===== src/rtl/capture_controller.sv =====
// capture_controller: sequences one scope acquisition into a circular RAM.
// Decimates the ADC stream, fills a pre-trigger window, triggers, completes the frame.
module capture_controller #(
    parameter int ADDR_W       = 10,
    parameter int PRE_TRIG     = 256,
    parameter int AUTO_TIMEOUT = 4096
) (
    input  logic              clk,
    input  logic              rst,
    input  logic [11:0]       adc_data,
    input  logic              adc_valid,
    input  logic [11:0]       trigger,
    input  logic [11:0]       count_adc,
    input  logic              run,
    input  logic              arm,
    input  logic              rd_done,
    output logic              wr_en,
    output logic [ADDR_W-1:0] wr_addr,
    output logic [11:0]       wr_data,
    output logic [ADDR_W-1:0] start_addr,
    output logic [ADDR_W-1:0] trig_addr,
    output logic              capture_done,
    output logic              frame_valid,
    output logic              auto_trig,
    output logic              busy
);

    typedef enum logic [2:0] {
        IDLE,
        PRETRIG,
        ARMED,
        POST,
        DONE
    } state_t;

    localparam int                POST_N    = (1 << ADDR_W) - PRE_TRIG - 1;
    localparam logic [ADDR_W-1:0] PRE_LAST  = ADDR_W'(PRE_TRIG - 1);
    localparam logic [ADDR_W-1:0] POST_LAST = ADDR_W'(POST_N - 1);
    localparam logic [ADDR_W-1:0] PRE_OFS   = ADDR_W'(PRE_TRIG);
    localparam logic [ADDR_W-1:0] ONE       = ADDR_W'(1);
    localparam logic [31:0]       TIMEOUT   = 32'(AUTO_TIMEOUT);

    state_t            state;
    state_t            nxt;
    logic [11:0]       dec_cnt;
    logic [11:0]       div_m1;
    logic [ADDR_W-1:0] ptr;
    logic [ADDR_W-1:0] cnt;
    logic [31:0]       to_cnt;
    logic [31:0]       to_next;
    logic [11:0]       prev_sample;
    logic              fin;
    logic              busy_s;
    logic              take;
    logic              real_trig;
    logic              force_trig;
    logic              trig_ev;
    logic              pre_done;
    logic              enter_pre;

    always_comb begin
        busy_s     = (state == PRETRIG) || (state == ARMED) || (state == POST);
        div_m1     = (count_adc == 12'd0) ? 12'd0 : count_adc - 12'd1;
        // fin blocks further takes while the last POST write drains
        take       = busy_s && adc_valid && (dec_cnt >= div_m1) && !fin;
        real_trig  = (prev_sample < trigger) && (adc_data >= trigger);
        to_next    = to_cnt + 32'd1;
        force_trig = (AUTO_TIMEOUT != 0) && (to_next == TIMEOUT);
        trig_ev    = (state == ARMED) && take && (real_trig || force_trig);
        pre_done   = (PRE_TRIG == 0) || (take && (cnt == PRE_LAST));
    end

    always_comb begin
        nxt = state;
        unique case (state)
            IDLE: begin
                if (arm || run) nxt = PRETRIG;
            end
            PRETRIG: begin
                if (pre_done) nxt = ARMED;
            end
            ARMED: begin
                if (trig_ev) nxt = POST;
            end
            POST: begin
                if (fin) nxt = DONE;
            end
            DONE: begin
                if (arm || (rd_done && run)) nxt = PRETRIG;
                else if (rd_done) nxt = IDLE;
            end
            default: nxt = IDLE;
        endcase
    end

    assign enter_pre   = (nxt == PRETRIG) && (state != PRETRIG);
    assign busy        = busy_s;
    assign frame_valid = (state == DONE);

    always_ff @(posedge clk) begin
        if (rst) begin
            state        <= IDLE;
            dec_cnt      <= '0;
            ptr          <= '0;
            cnt          <= '0;
            to_cnt       <= '0;
            prev_sample  <= '0;
            fin          <= 1'b0;
            wr_en        <= 1'b0;
            wr_addr      <= '0;
            wr_data      <= '0;
            start_addr   <= '0;
            trig_addr    <= '0;
            auto_trig    <= 1'b0;
            capture_done <= 1'b0;
        end else begin
            state        <= nxt;
            wr_en        <= take;
            capture_done <= (nxt == DONE) && (state != DONE);

            if (take) begin
                wr_data     <= adc_data;
                wr_addr     <= ptr;
                prev_sample <= adc_data;
            end

            if (enter_pre) begin
                dec_cnt <= '0;
            end else if (busy_s && adc_valid) begin
                dec_cnt <= (dec_cnt >= div_m1) ? 12'd0 : dec_cnt + 12'd1;
            end

            if (enter_pre) begin
                ptr <= '0;
            end else if (take) begin
                ptr <= ptr + ONE;
            end

            if (enter_pre) begin
                cnt <= '0;
            end else if (take) begin
                if (state == PRETRIG) cnt <= pre_done ? '0 : cnt + ONE;
                else if (state == ARMED) cnt <= '0;
                else cnt <= cnt + ONE;
            end

            if (enter_pre) begin
                fin <= 1'b0;
            end else if (trig_ev && (POST_N == 0)) begin
                fin <= 1'b1;
            end else if ((state == POST) && take && (cnt == POST_LAST)) begin
                fin <= 1'b1;
            end

            if (enter_pre) begin
                to_cnt <= '0;
            end else if ((state == ARMED) && take) begin
                to_cnt <= to_next;
            end

            if (trig_ev) begin
                trig_addr  <= ptr;
                start_addr <= ptr - PRE_OFS;
                auto_trig  <= !real_trig;
            end
        end
    end

endmodule


===== config.mk =====
export PLATFORM = sky130hd
export DESIGN_NAME = capture_controller
export DESIGN_NICKNAME = d
export VERILOG_FILES = /design/src/rtl/capture_controller.sv
export SDC_FILE = /design/constraint.sdc
export NUM_CORES = 1
export LEC_CHECK = 0
export BUFFER_PORTS_ARGS = -buffer_cell sky130_fd_sc_hd__buf_4
export CAP_MARGIN = 20
export CORE_ASPECT_RATIO = 0.7
export CORE_MARGIN = 5
export CORE_UTILIZATION = 45
export CTS_CLUSTER_DIAMETER = 50
export DETAILED_ROUTE_END_ITERATION = 10
export MAX_ROUTING_LAYER = met4
export PLACE_DENSITY = 0.73
export SLEW_MARGIN = 30
export SYNTH_ARGS = -nofsm -noshare
export SYNTH_HDL_FRONTEND = slang
export SYNTH_SLANG_ARGS = --single-unit

===== constraint.sdc =====
create_clock -name clk -period 3.3 [get_ports clk]
set_input_delay 0 -clock clk [delete_from_list [all_inputs] [get_ports clk]]
set_output_delay 0 -clock clk [all_outputs]
set_load 0.05 [all_outputs]

# Word-level counts from Yosys, hierarchy flattened
# Cells that the tools add are included.
dict set report word_totals {
  register_bits 113
  latch_bits 0
  ramBits 0
  mem_bits_ro 0
  wordCells 67
  memories 0
}
dict set report classes {
  add_sub_neg 6
  n_mul 0
  div_mod_pow 0
  order_cmp 3
  eq_ne 11
  shifts 0
  n_mux 12
  bitwise 0
  reduce_logical 22
}
# cell n
set ops {}
lappend ops {{32-bit by 1-bit adder with 32-bit output, second input constant} 1}
lappend ops {{32-bit by 13-bit equality test with 1-bit output, second input constant} 1}
lappend ops {{10-bit 2-to-1 mux} 3}
lappend ops {{12-bit greater-or-equal comparator} 2}
lappend ops {{12-bit 2-to-1 mux} 2}
lappend ops {{10-bit by 1-bit adder with 10-bit output, second input constant} 2}
lappend ops {{3-bit 2-to-1 mux} 6}
lappend ops {{3-bit one-hot mux with 5 select lines} 1}
lappend ops {{12-bit by 1-bit adder with 12-bit output, second input constant} 1}
lappend ops {{1-bit logical AND} 12}
lappend ops {{12-bit logical NOT} 1}
lappend ops {{12-bit less-than comparator} 1}
lappend ops {{12-bit by 1-bit subtractor with 12-bit output, second input constant} 1}
lappend ops {{10-bit equality test, second input constant} 1}
lappend ops {{10-bit by 8-bit equality test with 1-bit output, second input constant} 1}
lappend ops {{10-bit by 9-bit subtractor with 10-bit output, second input constant} 1}
lappend ops {{3-bit by 1-bit equality test with 1-bit output, second input constant} 2}
lappend ops {{3-bit by 2-bit equality test with 1-bit output, second input constant} 2}
lappend ops {{3-bit equality test, second input constant} 2}
lappend ops {{1-bit logical OR} 5}
lappend ops {{3-bit logical NOT} 1}
lappend ops {{3-bit by 1-bit != test with 1-bit output, second input constant} 1}
lappend ops {{3-bit != test, second input constant} 1}
lappend ops {{1-bit logical NOT} 2}
lappend ops {{2-bit OR reduction} 1}

# Logic depth before layout (Yosys ltp)
# Gate-level depths: netlist of the first run.
dict set report logic_depth {
  depth_word 13
  mapped_depth 17
}

# Least setup slack after synthesis of the first run
# OpenSTA, ideal clock, no wires.
dict set report synth_timing {
  path_type {input to register}
  start {in count_adc[5]}
  end {reg start_addr[8]}
  setup_time_ns 0.131
  t_arrival_ns 3.206
  required_ns 3.169
  path_slack_ns -0.037
  stages 17
  path_buffers 2
  cell_sequence {nor4_1 > nor2b_1 > nand2_1 > nor3_1 > xor2_1 > nand2_1 > ha_1 > a21oi_1 > o21ai_0 > o21ai_0 > nor2_1 > nand2_1 > or4_1 > buf_2 > buf_6 > nand3_1 > a21oi_2}
}
dict set report synth_via {
  elab_chain_len 7
}
# element line_no
set synth_rtl {}
lappend synth_rtl {{start: declaration} 13} ;# input logic [11:0] count_adc,
lappend synth_rtl {{12-bit by 1-bit subtractor with 12-bit output / 12-bit logical NOT (equally long branches)} 63} ;# div_m1 = (count_adc == 12'd0) ? 12'd0 : count_adc - 12'd1;
lappend synth_rtl {{12-bit 2-to-1 mux *} 63}
lappend synth_rtl {{12-bit greater-or-equal comparator *} 65} ;# take = busy_s && adc_valid && (dec_cnt >= div_m1) && !fin;
lappend synth_rtl {{1-bit logical AND * (2 in a row)} 65}
lappend synth_rtl {{1-bit logical AND * (2 in a row)} 69} ;# trig_ev = (state == ARMED) && take && (real_trig || force_trig);
lappend synth_rtl {{end signal: assignment} 163} ;# start_addr <= ptr - PRE_OFS;
lappend synth_rtl {{end: declaration} 20} ;# output logic [ADDR_W-1:0] start_addr,
# Mark *: on every way between the ends. The rest lies on a longest branch, timed or not.
# A chain may end at the register's enable or synchronous reset.

# Final worst setup path of the first run
dict set report layout_timing {
  start {reg to_cnt[5]}
  end {reg start_addr[8]}
}
dict set report layout_via {
  elab_chain_len 4
}
# element line_no
set layout_rtl {}
lappend layout_rtl {{start: declaration} 49} ;# logic [31:0] to_cnt;
lappend layout_rtl {{start signal: assignment} 158} ;# to_cnt <= to_next;
lappend layout_rtl {{32-bit by 1-bit adder with 32-bit output} 67} ;# to_next = to_cnt + 32'd1;
lappend layout_rtl {{32-bit by 13-bit equality test with 1-bit output} 68} ;# force_trig = (AUTO_TIMEOUT != 0) && (to_next == TIMEOUT);
lappend layout_rtl {{1-bit logical OR} 69}
lappend layout_rtl {{1-bit logical AND} 69}
# No other way between the ends.

==> results_dict.tcl, run 1 <==
set metrics [dict create \
    synth-main-ff-cell "dfxtp_1" \
    multi_input_area_um2 3670 \
    async_flop_share_pct 0 \
    via_per_inst 5.37 \
    final_layout_size_suffix_gt1_share_pct 18.9 \
    grt_pass1_wl_um 25100 \
    htreeDepth 3 \
    antenna_found_initial 0 \
    finalMaxSlewViolations 0 \
    skew_ps 10.4 \
    drc 0 \
    cp_data_arrival_time_ps 3330 \
    hp-class "in -> reg" \
    powerDensity_nw_per_um2 341 \
    status "complete, no violations" \
    synth_edf_count 0 \
    syn-num-nets 853 \
    cap_violations 0 \
    finalPower_uw 2550 \
    crit_path_end_kind "register" \
    cts_buffers 9 \
    ant_nets 0 \
    fmax_mhz 329 \
    finalHoldViolCount 0 \
    core_area_um2 13100 \
    rsz0062_at_grt "false" \
    clockBufferDepth 2 \
    maxSlewHeadroom_pct 61.4 \
    hpwl_um 11100 \
    gp_congestion 0.883 \
    yosys_warnings 0 \
    seq_area_um2 2100 \
    rows 35 \
    detail_route.wl_per_cell_um 14.3 \
    syn_avg_cell_area_um2 7.86 \
    start_util_pct 46.0 \
    ir_worst_vdd_mv 0.254 \
    fillers 1195 \
    post_cts_buffers 0 \
    clk_pin_slew_ps 70 \
    cp_max_fo 14 \
    setup_violations 0 \
    first_pass_iters 6 \
    syn_area_um2 6040 \
    cts_root_buf "clkbuf_16" \
    tritoncts "done" \
    drtIter0Drc 377 \
    synth_cell_types 55 \
    leakagePower_uw 0.00291 \
    clock_sinks 105 \
    criticalPathCategory "reg -> reg" \
    portBuffers 88 \
    syn_to_final_growth_pct 24.0 \
    fin_hold_ws_ps 24.2 \
    grt_pass1_vias 5253 \
    die_h_um 107 \
    track_usage_pct 19.6 \
    num_vias 5633 \
    cp.required_ps 3580 \
    grt_max_degree 50 \
    io_pins 89 \
    wirelength_um 15100 \
    yosysSeqAreaShare_pct 34.8 \
    worstMarginPinSlew_ps 579 \
    fin_util_pct 57.0 \
    num-nets-final 962 \
    period_minus_slack_ps 3040 \
    crit_path_start_kind "register" \
    insertion_delay_ps 350 \
    layout.cells.non_filler 1049 \
    post-place-cells 1022 \
    die_x_um 148 \
    die-area_um2 15900 \
    globalRouteOverflowTotal 0 \
    syn_inst 769 \
    ys_seq_elements 105 \
    diodes 0 \
    fin_crit_sh_pct 92.2 \
]
layout by cell type (no fill, tap or decap), types with 6 or more instances in the layout:
cell / n
buf_4: 133
dfxtp_1: 105
nor2_1: 101
nand2_1: 93
a21oi_1: 57
xnor2_1: 42
ha_1: 42
nand3_1: 37
xor2_1: 33
o21ai_0: 31
nor3_1: 28
nand4_1: 27
inv_1: 21
nor4_1: 11
dlygate4sd3_1: 11
clkbuf_16: 9
and3_1: 8
or3_1: 8
nand2b_1: 7
and4_1: 6
where the power goes:
part	total [µW]	internal, µW	switching (µW)
logic	195	91.8	103
registers	1270	1270	2.73
clock network	1080	609	476
kinds of logic (layout without fill, tap and decap cells):
| family | count (synthesis) | count (layout) | synth area share [%] |
|---|---|---|---|
| compound gates | 122 | 122 | 12.0 |
| xor+xnor | 75 | 75 | 10.9 |
| fa+ha+maj | 42 | 42 | 8.70 |
| buf+inv | 68 | 182 | 5.07 |
| flops | 105 | 105 | 34.8 |
| mux | 4 | 4 | 0.684 |
| simple gates | 353 | 353 | 27.9 |
metrics by stage:
step | TNS (ps) | setup slack [ps] | area, µm²
after floorplan | 0 | 48.0 | 6040
after global placement | -2260 | -181 | 7040
after detailed placement | -5530 | -287 | 7040
after CTS | 0 | 68.9 | 7450
after global routing | 0 | 7.38 | 7490
final | 0 | 258 | 7490
timing repair:
item | CTS | global route
hold buffers | 11 | 0
endpoints found under the setup margin | 0 | 73
resized for setup | 0 | 8
endpoints found under the hold margin | 11 | 0
cells in the mapped netlist (2+ instances only):
cell	count	area [µm²]
buf_6	2	22.5
o211ai_1	3	22.5
nor2_1	102	383
a211oi_1	4	30.0
nand4_1	27	169
nand3b_1	2	15.0
a21o_1	4	30.0
and3_1	8	50.1
o21ai_0	32	160
xor2_1	33	289
or4_1	2	15.0
dfxtp_1	105	2100
inv_1	21	78.8
nand4b_1	2	17.5
nor2b_1	4	25.0
buf_2	4	20.0
nand2b_1	7	43.8
buf_4	8	60.1
nor3_1	29	145
buf_1	5	18.8
a311oi_1	2	17.5
a21oi_1	57	285
a31oi_1	2	12.5
mux2i_1	3	30.0
and4_1	6	52.6
a2111o_1	2	22.5
or3_1	8	50.1
nor4_1	13	81.3
xnor2_1	42	368
a32oi_1	2	17.5
and2_1	3	18.8
nor3b_1	2	15.0
or2_2	6	37.5
nand2_1	93	349
nand3_1	37	185
clkbuf_1	27	101
ha_1	42	526
worst max-delay path, cell delays in order, from the launching register on:
cell and delay (ps):
dfxtp_1 440, nand3_1 220, or3_1 530, or3_1 400, a211oi_2 230, nand4_1 190
or4_1 450, buf_4 200, a21o_1 200, a21oi_2 120
registers in the layout, indices dropped and copies added (netlist names):
register / flops
dec_cnt: 12
fin: 1
start_addr: 10
capture_done: 1
wr_en: 1
cnt: 10
wr_addr: 10
ptr: 10
auto_trig: 1
state: 3
to_cnt: 32
trig_addr: 2
prev_sample: 12
metal layers:
metal  vias up  global-route usage (%)  routed length [µm]
met4         0                    5.27                 228
li1       2888                       -                   -
met5         -                       -                   0
met1      2602                    28.5                7800
met2       130                    28.1                6400
met3        13                    3.51                 614
path summary, 6_finish.rpt:
| check | from | to | slack [ps] | cells past startpoint |
|---|---|---|---|---|
| worst max-delay path | to_cnt[5]$_SDFFE_PP0P_ | start_addr[8]$_SDFFE_PP0P_ | 260 | 9 |
| worst min register to register | wr_addr[4]$_SDFFE_PP0N_ | wr_addr[4]$_SDFFE_PP0N_ | 460 | 2 |
| worst min-delay path | arm | state[2]$_SDFF_PP0_ | 20 | 4 |
| worst max register to register | to_cnt[5]$_SDFFE_PP0P_ | start_addr[8]$_SDFFE_PP0P_ | 260 | 9 |
final cells by class:
class	instances	area share (%)
clock buffer	11	3.24
clock inverter	5	0.718
inverter	21	1.05
multi-input combinational	596	49.1
sequential	105	28.1
tap	166	2.77
timing repair buffer	145	15.1
(Power assumes the default switching activity.)
==> run 2: changes to the inputs <==
CORE_ASPECT_RATIO = not set   (was 0.7)
HOLD_SLACK_MARGIN = 0.06   (was not set)
PLACE_DENSITY = not set   (was 0.73)
PLACE_DENSITY_LB_ADDON = 0.15   (was not set)
==> run 2 against run 1 <==
Compared with the run above: global-route usage grew 0.27 points; critical path depth is the same; design area shrank 0.12%; fmax shrank 0.91%; first-iteration DRC count grew 27%; highest routed layer unchanged.
==> results_dict.tcl, run 2 (synthesis results as in run 1) <==
set metrics [dict create \
    status "complete, no violations" \
    antenna_found_initial 0 \
    hold_depth 2 \
    setup_violations 0 \
    reg2reg_depth 9 \
    diodes 0 \
    top_register "to_cnt" \
    layout.cells.non_filler 1058 \
    crit_path_end_kind "register" \
    drc 0 \
    cts_buffers 9 \
    post-place-cells 1030 \
    ff2ff_setup_slack_ps 230 \
    num-nets-final 962 \
    pre_cts_ws_ps -134 \
    finalHoldViolCount 0 \
    skew_ps 6.51 \
    grt_pass1_wl_um 25700 \
    largestRegisters "to_cnt x32, dec_cnt x12, prev_sample x12" \
    final_layout_size_suffix_gt1_share_pct 18.4 \
    track_usage_pct 19.9 \
    final_common_cell "buf_4" \
    endpoint "start_addr[8]$_SDFFE_PP0P_" \
    first_pass_iters 5 \
    clockBufferDepth 2 \
    multi_input_area_um2 3650 \
    start_util_pct 45.8 \
    io_pins 89 \
    clk_pin_slew_ps 70 \
    ant_nets 0 \
    crit_path_start_kind "register" \
    maxSlewHeadroom_pct 62.2 \
    tns_ps 0 \
    ir_worst_vdd_mv 0.204 \
    hpwl_um 11800 \
    cap_violations 0 \
    grt_max_degree 50 \
    worstMarginPinSlew_ps 567 \
    crit_start "to_cnt[4]$_SDFFE_PP0P_" \
    finalMaxSlewViolations 0 \
    portBuffers 88 \
    largest_reg_flops 32 \
    setup_slack_ps 231 \
    cp_max_fo 14 \
    rows 42 \
    fillers 1248 \
    die_x_um 126 \
    die_h_um 126 \
    insertion_delay_ps 350 \
    worstReg2RegEnd "start_addr[8]$_SDFFE_PP0P_" \
    core_area_um2 13200 \
    seq_area_um2 2100 \
    cp.required_ps 3580 \
    powerDensity_nw_per_um2 341 \
    gp_congestion 0.921 \
    num_vias 5792 \
    wirelength_um 15500 \
    most-common-layout-cells "buf_4 (131), dfxtp_1 (105), nor2_1 (101)" \
    globalRouteOverflowTotal 0 \
    grt_pass1_vias 5386 \
    hp-class "in -> reg" \
    placed_area_um2 7040 \
    detail_route.wl_per_cell_um 14.7 \
    fin_crit_sh_pct 93.0 \
    via_per_inst 5.47 \
    criticalPathCategory "reg -> reg" \
    cts_root_buf "clkbuf_16" \
    drtIter0Drc 479 \
    htreeDepth 3 \
    period_minus_slack_ps 3070 \
    cp_data_arrival_time_ps 3350 \
    r2r_start "to_cnt[4]$_SDFFE_PP0P_" \
    clock_sinks 105 \
    syn_to_final_growth_pct 23.8 \
    leakagePower_uw 0.00290 \
    rsz0062_at_grt "false" \
    tritoncts "done" \
    die-area_um2 15800 \
    fmax_mhz 326 \
    fin_area_um2 7480 \
]
## run 2: report_power, final
part | internal [µW] | leakage, µW | switching [µW]
sequential | 1270 | 0.000846 | 3.08
combinational | 93.8 | 0.00191 | 107
clock | 607 | 0.000142 | 470
## run 2: repair_timing
action	in CTS	in global routing
hold buffers	13	0
buffers inserted	0	0
endpoints found under the setup margin	0	14
gates resized for setup	0	3
hold endpoints to repair	13	0
## run 2: how the worst min path moves through the flow
stage	from	end
2_1_floorplan	rst	state[2]$_SDFF_PP0_
3_3_place_gp	adc_data[6]	prev_sample[6]$_SDFFE_PP0N_
3_5_place_dp	adc_data[6]	prev_sample[6]$_SDFFE_PP0N_
4_1_cts	rst	prev_sample[0]$_SDFFE_PP0N_
5_1_grt	rst	wr_en$_SDFF_PP0_
6_report	rst	prev_sample[0]$_SDFFE_PP0N_
## run 2: stage by stage
stage               power, µW  hold slack, ps  util (%)
floorplan                1400            79.9         -
global placement         1480             266      53.4
detailed placement       1490             270      53.4
CTS                      2580            76.4      56.6
global route             2650             103      56.7
finish                   2550            80.8      56.7
## run 2: worst max-delay path: stages (launching register included)
cell	delay [ps]
dfxtp_1	430
nand3_1	230
or3_1	540
or3_1	400
a211oi_2	260
nand4_1	190
or4_1	430
buf_4	210
a21o_1	200
a21oi_2	120
## run 2: cell type report
cell class | instances | share of cell area (%)
inverters | 21 | 1.05
clock inverters | 4 | 0.686
multi-input cells | 596 | 48.8
well taps | 176 | 2.94
clock buffers | 11 | 3.25
flip-flops and latches | 105 | 28.1
repair buffers | 145 | 15.2
## run 2: per-layer routing
layer | global-route usage (%) | routed length (µm) | up-vias
li1 | - | - | 2895
met1 | 25.3 | 7130 | 2719
met2 | 32.4 | 7240 | 148
met3 | 3.18 | 805 | 30
met4 | 6.81 | 354 | 0
met5 | - | 0 | -
==> run 3: changes to the inputs <==
CORE_ASPECT_RATIO = 0.75   (was not set)
==> run 3 against run 2 <==
Compared with the run above: non-clock buffer count rose by 8; worst hold slack worse by 11 ps; wire length decreased by 1.0%; via count fell by 0.93%; largest power group unchanged; critical path depth is 1 higher.
==> results_dict.tcl, run 3 (synthesis results as in run 1) <==
set metrics [dict create \
    ant_nets 0 \
    criticalPathCategory "reg -> reg" \
    drc 0 \
    leakagePower_uw 0.00294 \
    finalHoldViolCount 0 \
    final_layout_size_suffix_gt1_share_pct 19.5 \
    core_area_um2 13100 \
    cp_max_fo 11 \
    layout.cells.non_filler 1062 \
    finalMaxSlewViolations 0 \
    crit_path_end_kind "register" \
    min_to "wr_en$_SDFF_PP0_" \
    reg2reg_depth 10 \
    status "complete, no violations" \
    globalRouteOverflowTotal 0 \
    powerDensity_nw_per_um2 343 \
    pre_cts_ws_ps -443 \
    clk_pin_slew_ps 80 \
    detail_route.wl_per_cell_um 14.5 \
    antenna_found_initial 0 \
    drtIter0Drc 312 \
    top_register "to_cnt" \
    setup_violations 0 \
    most-common-layout-cells "buf_4 (139), dfxtp_1 (105), nor2_1 (101)" \
    skew_ps 8.70 \
    rows 36 \
    worstReg2RegEnd "start_addr[7]$_SDFFE_PP0P_" \
    setup_slack_ps 190 \
    diodes 0 \
    fin_crit_sh_pct 94.2 \
    period_minus_slack_ps 3110 \
    htreeDepth 3 \
    largestRegisters "to_cnt x32, dec_cnt x12, prev_sample x12" \
    worstMarginPinSlew_ps 611 \
    cts_buffers 9 \
    crit_path_start_kind "register" \
    num-nets-final 970 \
    fillers 1194 \
    die_h_um 110 \
    first_pass_iters 5 \
    track_usage_pct 20.6 \
    ir_worst_vdd_mv 0.283 \
    io_pins 89 \
    num_vias 5738 \
    grt_pass1_vias 5556 \
    gp_congestion 0.972 \
    start_util_pct 46.2 \
    r2r_start "to_cnt[5]$_SDFFE_PP0P_" \
    fin_area_um2 7560 \
    wirelength_um 15400 \
    hold_start "rst" \
    final_common_cell "buf_4" \
    placed_area_um2 7090 \
    wl_met3_um 762 \
    tritoncts "done" \
    hold_depth 2 \
    fin_util_pct 57.9 \
    wl_met2_um 6900 \
    post-place-cells 1033 \
    die_x_um 144 \
    clockBufferDepth 2 \
    cts_root_buf "clkbuf_16" \
    grt_max_degree 50 \
    via_per_inst 5.40 \
    largest_reg_flops 32 \
    cap_violations 0 \
    tns_ps 0 \
    hpwl_um 11500 \
    portBuffers 88 \
    insertion_delay_ps 350 \
    die-area_um2 15900 \
    cp_data_arrival_time_ps 3330 \
    syn_to_final_growth_pct 25.2 \
    fmax_mhz 322 \
    grt_pass1_wl_um 26000 \
    hp-class "in -> reg" \
    clock_sinks 105 \
    top_layer "met4" \
    cp.required_ps 3520 \
    maxSlewHeadroom_pct 59.1 \
    wirelength_met1_um 7460 \
    ff2ff_setup_slack_ps 190 \
]
## run 3: changes by cell type in the layout (fill, tap and decap cells not counted)
cell        delta
o21ai_2        +1
buf_4          +8
inv_8          +2
clkinv_2       -1
nor2b_4        +1
inv_6          +1
clkbuf_1       -1
nor4_1         -1
clkbuf_8       -1
nor4_2         +1
o21ai_0        -1
clkinvlp_4     +1
nor2b_2        -1
## run 3: worst max path at each step
stage,start,to
6_report,to_cnt[5]$_SDFFE_PP0P_,start_addr[7]$_SDFFE_PP0P_
5_1_grt,count_adc[5],cnt[9]$_SDFFE_PP0N_
4_1_cts,count_adc[5],to_cnt[23]$_SDFFE_PP0P_
3_5_place_dp,count_adc[5],to_cnt[23]$_SDFFE_PP0P_
3_3_place_gp,count_adc[5],to_cnt[23]$_SDFFE_PP0P_
2_1_floorplan,count_adc[5],start_addr[8]$_SDFFE_PP0P_
## run 3: worst max-delay path, cell delays in order, from the launching register on
cell	delay (ps)
dfxtp_1	460
nand3_1	180
buf_4	210
or3_1	490
or3_1	410
a211oi_2	250
nand4_1	140
or4_1	480
buf_4	210
nand3_1	90
a21oi_1	60
## run 3: area by class of cell
class / count / area (µm²) / share of cell area (%)
well taps: 171 / 214 / 2.83
flip-flops and latches: 105 / 2100 / 27.8
clock buffers: 9 / 225 / 2.98
clock inverters: 7 / 85.1 / 1.12
multi-input cells: 596 / 3670 / 48.5
inverters: 21 / 78.8 / 1.04
repair buffers: 153 / 1190 / 15.8
## run 3: timing repair
action,4_1_cts,5_1_grt
resized for setup,1,6
setup buffers,0,0
endpoints found under the hold margin,13,0
hold buffers,13,0
endpoints found under the setup margin,6,41
## run 3: through the flow
stage,hold slack (ps),total power [µW]
2_1_floorplan,79.9,1400
3_3_place_gp,263,1470
3_5_place_dp,272,1480
4_1_cts,74.9,2610
5_1_grt,104,2690
6_report,70.2,2590
## run 3: routing by layer
metal | track usage, % | vias to the layer above
met5 | - | -
met4 | 5.24 | 0
met3 | 3.71 | 30
met2 | 32.6 | 148
met1 | 27.6 | 2666
li1 | - | 2894
## run 3: power by group
| part | total [µW] | internal, µW | leakage, µW | switching, µW |
|---|---|---|---|---|
| Clock | 1130 | 605 | 0.000146 | 523 |
| Combinational | 196 | 92.7 | 0.00195 | 104 |
| Sequential | 1270 | 1270 | 0.000846 | 2.54 |
| Total | 2590 | 1970 | 0.00294 | 629 |
